===== src/rtl/fetch_stage.sv =====
// Instruction fetch stage with IF/ID pipeline register: owns the PC, keeps one
// memory request in flight, buffers one word across decode stalls, and squashes wrong-path fetches.
module fetch_stage #(
   parameter int               Width    = 32,
   parameter logic [Width-1:0] RESET_PC = '0
) (
   input  logic             clk,
   input  logic             rst_n,
   output logic             imem_req_valid,
   input  logic             imem_req_ready,
   output logic [Width-1:0] imem_addr,
   input  logic             imem_rsp_valid,
   input  logic [31:0]      imem_rsp_data,
   input  logic             redirect_valid,
   input  logic [Width-1:0] redirect_pc,
   input  logic             stall,
   output logic             id_valid,
   output logic [31:0]      id_inst,
   output logic [Width-1:0] id_pc,
   output logic [Width-1:0] id_pc_plus4,
   output logic [1:0]       dbg_state,
   output logic             dbg_buf_valid
);

   // Request channel: a request is offered while valid=1 and is accepted on the
   // rising edge where valid=1 and ready=1; valid and address do not change while
   // waiting for ready. Responses come back in order, one per accepted request.
   typedef enum logic [1:0] {
      S_BOOT = 2'd0,
      S_REQ  = 2'd1,
      S_WAIT = 2'd2
   } state_t;

   localparam logic [31:0] NOP = 32'h0000_0013;

   state_t           r_state;
   logic [Width-1:0] r_pc;
   logic [Width-1:0] r_req_pc;
   logic             r_drop;
   logic             r_buf_valid;
   logic [31:0]      r_buf_inst;
   logic [Width-1:0] r_buf_pc;
   logic             r_id_valid;
   logic [31:0]      r_id_inst;
   logic [Width-1:0] r_id_pc;
   logic [Width-1:0] r_id_pc_plus4;

   logic             w_hs;
   logic             w_rsp_keep;
   logic [Width-1:0] w_redir_pc;

   assign imem_req_valid = (r_state == S_REQ) && !r_buf_valid;
   assign imem_addr      = r_pc;
   assign w_hs           = imem_req_valid && imem_req_ready;
   assign w_rsp_keep     = (r_state == S_WAIT) && imem_rsp_valid && !r_drop;
   assign w_redir_pc     = redirect_pc & ~Width'(3);

   assign id_valid      = r_id_valid;
   assign id_inst       = r_id_inst;
   assign id_pc         = r_id_pc;
   assign id_pc_plus4   = r_id_pc_plus4;
   assign dbg_state     = r_state;
   assign dbg_buf_valid = r_buf_valid;

   always_ff @(posedge clk or negedge rst_n) begin
      if (!rst_n) begin
         r_state       <= S_BOOT;
         r_pc          <= RESET_PC;
         r_req_pc      <= '0;
         r_drop        <= 1'b0;
         r_buf_valid   <= 1'b0;
         r_buf_inst    <= NOP;
         r_buf_pc      <= '0;
         r_id_valid    <= 1'b0;
         r_id_inst     <= NOP;
         r_id_pc       <= '0;
         r_id_pc_plus4 <= '0;
      end else if (redirect_valid) begin
         // Redirect flushes everything; an in-flight or just-accepted fetch is marked for discard.
         r_pc        <= w_redir_pc;
         r_id_valid  <= 1'b0;
         r_buf_valid <= 1'b0;
         case (r_state)
            S_BOOT: r_state <= S_REQ;
            S_REQ: begin
               if (w_hs) begin
                  r_req_pc <= r_pc;
                  r_drop   <= 1'b1;
                  r_state  <= S_WAIT;
               end
            end
            S_WAIT: begin
               if (imem_rsp_valid) begin
                  r_drop  <= 1'b0;
                  r_state <= S_REQ;
               end else begin
                  r_drop <= 1'b1;
               end
            end
            default: r_state <= S_BOOT;
         endcase
      end else begin
         case (r_state)
            S_BOOT: r_state <= S_REQ;
            S_REQ: begin
               if (w_hs) begin
                  r_req_pc <= r_pc;
                  r_pc     <= r_pc + Width'(4);
                  r_state  <= S_WAIT;
               end
            end
            S_WAIT: begin
               if (imem_rsp_valid) begin
                  r_drop  <= 1'b0;
                  r_state <= S_REQ;
               end
            end
            default: r_state <= S_BOOT;
         endcase

         if (!stall) begin
            if (r_buf_valid) begin
               r_id_valid    <= 1'b1;
               r_id_inst     <= r_buf_inst;
               r_id_pc       <= r_buf_pc;
               r_id_pc_plus4 <= r_buf_pc + Width'(4);
               r_buf_valid   <= 1'b0;
            end else if (w_rsp_keep) begin
               r_id_valid    <= 1'b1;
               r_id_inst     <= imem_rsp_data;
               r_id_pc       <= r_req_pc;
               r_id_pc_plus4 <= r_req_pc + Width'(4);
            end else begin
               r_id_valid <= 1'b0;
            end
         end else if (w_rsp_keep) begin
            // Stalled: an empty IF/ID still takes the word, otherwise it parks in the buffer.
            if (!r_id_valid && !r_buf_valid) begin
               r_id_valid    <= 1'b1;
               r_id_inst     <= imem_rsp_data;
               r_id_pc       <= r_req_pc;
               r_id_pc_plus4 <= r_req_pc + Width'(4);
            end else begin
               r_buf_valid <= 1'b1;
               r_buf_inst  <= imem_rsp_data;
               r_buf_pc    <= r_req_pc;
            end
         end
      end
   end

endmodule


===== config.mk =====
export PLATFORM = sky130hd
export DESIGN_NAME = fetch_stage
export DESIGN_NICKNAME = d
export VERILOG_FILES = /design/src/rtl/fetch_stage.sv
export SDC_FILE = /design/constraint.sdc
export NUM_CORES = 1
export LEC_CHECK = 0
export ABC_CLOCK_PERIOD_IN_PS = 5700
export CAP_MARGIN = 40
export CELL_PAD_IN_SITES_DETAIL_PLACEMENT = 1
export CELL_PAD_IN_SITES_GLOBAL_PLACEMENT = 1
export CORE_UTILIZATION = 43
export CTS_CLUSTER_SIZE = 20
export DETAILED_ROUTE_END_ITERATION = 7
export DONT_BUFFER_PORTS = 1
export GPL_TIMING_DRIVEN = 0
export HOLD_SLACK_MARGIN = 0.03
export PLACE_DENSITY = 0.75
export RECOVER_POWER = 100
export SLEW_MARGIN = 10
export SYNTH_ARGS = -nofsm -noshare
export SYNTH_HDL_FRONTEND = slang
export SYNTH_SLANG_ARGS = --single-unit

===== constraint.sdc =====
create_clock -name clk -period 5.7 [get_ports clk]
set_input_delay 1.14 -clock clk [delete_from_list [all_inputs] [get_ports clk]]
set_output_delay 1.14 -clock clk [all_outputs]
set_load 0.02 [all_outputs]

==> results.tsv <==
metric	value	unit
die height	160.5	um
TritonCTS clock tree	built	
Avg Cell Area, Syn	10.63	um2
final setup fails	0	
Initial DRC Count	560	
vias in the first global route	8349	
CP Max Fanout	10	
Maximum Capacitance Violations	0	
Arrival @ worst endpoint	3540	ps
WL/cell	21.82	um
IO Count	203	
Worst R2R Path Depth	9	
Row Count	57	
Placed Area	11230	um2
DR pass1 iterations	5	
Post-Route WL	30.35	mm
layout cells sized above 1	15.46	%
Worst Setup End Kind	flip-flop	
R2R Path Start	dbg_buf_valid$_DFFE_PN0P_	
synth top area cells	dfrtp_1, mux2_2, mux2i_1	
Max clock buf depth	3	
HPWL Detailed	21.68	mm
post-synthesis sequential area ratio	50.81	%
Fin Hold WS	321.7	ps
P&R area growth vs syn	10.52	%
number of H-tree levels	1	
diode count	0	
P per Cell Area	408.9	nW/um2
Yosys top cell area share	49.35	%
# Post-CTS Setup Buffers	0	
drt drc	0	
CTS resizes	0	
Root Driver	clkbuf_16	
number of flops mapped to enable cells by yosys	0	
Finished Core Util	48.80	%
crit path time final	3129	ps
synth cell count leaders	dfrtp_1, nand2_1, o21ai_0	
Hold Path Class	in -> async	
vias per inst	5.704	
Die ar.	25760	um2
vias after detailed routing	7934	
initial antenna violation count	0	
post-synth top area cell	dfrtp_1	
Critical Path Source Type	flip-flop	
I/O Buffers	0	
Initial Util	44.16	%
skew final	10.23	ps
Total Routing Usage GR	23.86	%
clock slew at reported path FFs	60	ps
count leader, synth	dfrtp_1	
worst skew pair latency	520	ps
asr flop ratio synth	100.0	%
Fillers	2697	
fin crit share	54.89	%
Clock Sinks	219	
reg2reg end	id_pc_plus4[17]$_DFFE_PN0P_	
wire length of the first global-routing pass	48.49	mm
largest net degree at the start of global routing	220	
post-route ant nets	0	
Setup TNS	0	ps
maximum vdd drop	193.2	uV
Gate Count Post-Synth	1016	
flops & latches, synth	219	
FF-to-FF setup slack	2570	ps
Max Slew Vio Count	0	
core box area	24460	um2
RSZ-0062 raised after global routing	false	
Relative slew margins	43.07	%
Fin. Hold Viols	0	
post-synthesis cell area	10800	um2
fin area	11940	um2
GP Congestion	0.8214	
count of cell types in the netlist	58	
fmax	319.6	MHz
Pleak	5.037	nW
status	finished clean	
Final nets	1122	
CTS Hold Bufs	0	
Top FF cell, synth	dfrtp_1	
Remaining Overflow, GRT	0	
crit path kind	reg -> reg	
Slew @ Worst Pin	850.8	ps
CP Data Required Time	6110	ps
Yosys Warn Count	0	
total CTS buffers	25	
DIE WIDTH	160.5	um
worst max-delay path, stage by stage, from the launching register on:
cell and delay [ps]:
dfrtp_1 470, clkbuf_1 390, or2_2 210, a21oi_1 70, o21ai_0 120, clkbuf_1 470, clkbuf_1 600, clkbuf_1 470
nand2_1 120, o31ai_1 100
how the worst max path moves through the flow:
stage                                         start                          end  slack [ps]  cells past startpoint
after floorplan                      imem_rsp_valid   r_buf_inst[10]$_DFFE_PN0P_        3140                      5
after global placement               imem_rsp_valid  id_pc_plus4[17]$_DFFE_PN0P_        2300                      6
after detailed placement             redirect_valid      r_buf_pc[6]$_DFFE_PN0P_        2440                      6
after CTS                 dbg_buf_valid$_DFFE_PN0P_               imem_req_valid        2740                      2
after global routing      dbg_buf_valid$_DFFE_PN0P_       id_inst[3]$_DFFE_PN0P_        2290                      9
final                     dbg_buf_valid$_DFFE_PN0P_  id_pc_plus4[17]$_DFFE_PN0P_        2570                      9
cells in the final DEF, fill, tap and decap left out, types with 8 or more instances in the layout:
cell type | Yosys | final
clkbuf_16 | 0 | 25
mux2_2 | 91 | 91
nor3_1 | 18 | 21
and4_1 | 10 | 10
o21ai_0 | 104 | 105
clkbuf_1 | 28 | 56
a21oi_1 | 12 | 12
nand4_1 | 22 | 23
buf_2 | 31 | 13
xor2_1 | 31 | 31
xnor2_1 | 46 | 46
inv_1 | 12 | 12
nor4_1 | 12 | 14
and3_1 | 10 | 10
nand3_1 | 30 | 30
mux2i_1 | 69 | 69
dfrtp_1 | 213 | 213
o221ai_1 | 8 | 8
nor2_1 | 26 | 26
nand2_1 | 157 | 157
area by class of cell:
type                            count  area (um2)  share of cell area, %
Clock buffer                       33       685.7                  5.744
Sequential cell                   219        5488                  45.97
Inverter                           12       45.04                 0.3773
Multi-Input combinational cell    718        4898                  41.03
Tap cell                          324       405.4                  3.396
Timing Repair Buffer                1       3.754                0.03144
Buffer                             72       315.3                  2.641
Clock inverter                     12       96.34                 0.8070
sequential cells by signal (all words and copies together) (netlist names):
signal         count
id_inst           32
r_buf_inst        32
id_pc             30
id_pc_plus4       30
imem_addr         30
r_buf_pc          30
r_req_pc          30
dbg_state          2
dbg_buf_valid      1
id_valid           1
r_drop             1
metal layers:
layer	track usage, %	part of all wire (%)	up-vias
met1	32.42	44	4008
met2	37.62	46	250
li1	-	-	3640
met3	7.102	8.8	36
met5	0	0	-
met4	5.108	1.6	0
stage by stage:
| step | worst slack, ps | power (W) | instances |
|---|---|---|---|
| CTS | 2736 | 0.004928 | 1391 |
| floorplan | 3143 | 0.003017 | 1021 |
| global placement | 2296 | 0.003320 | 1345 |
| global route | 2285 | 0.005135 | 1391 |
| detailed placement | 2437 | 0.003376 | 1346 |
| finish | 2571 | 0.004881 | 1391 |
where the power goes:
| part | switching, W | internal (W) | total, W |
|---|---|---|---|
| sequential | 0.000664 | 0.00187 | 0.00254 |
| combinational | 0.000441 | 0.000368 | 0.000808 |
| clock | 0.000645 | 0.000892 | 0.00154 |
| total | 0.00175 | 0.00313 | 0.00488 |
logic make-up (layout without fill, tap and decap cells):
logic type / after synthesis / in the layout / share of synthesized area, %
AOI/OAI and AO/OA: 149 / 149 / 7.831
muxes: 160 / 160 / 15.88
other: 1 / 6 / 0.03472
adders and majority gates: 3 / 3 / 0.3475
DFF: 219 / 219 / 50.81
buffers and inverters: 84 / 130 / 3.544
xor gates and xnor gates: 77 / 77 / 6.244
and+or+nand+nor: 323 / 323 / 15.31
Note: power is estimated with default switching activity, not from simulation.
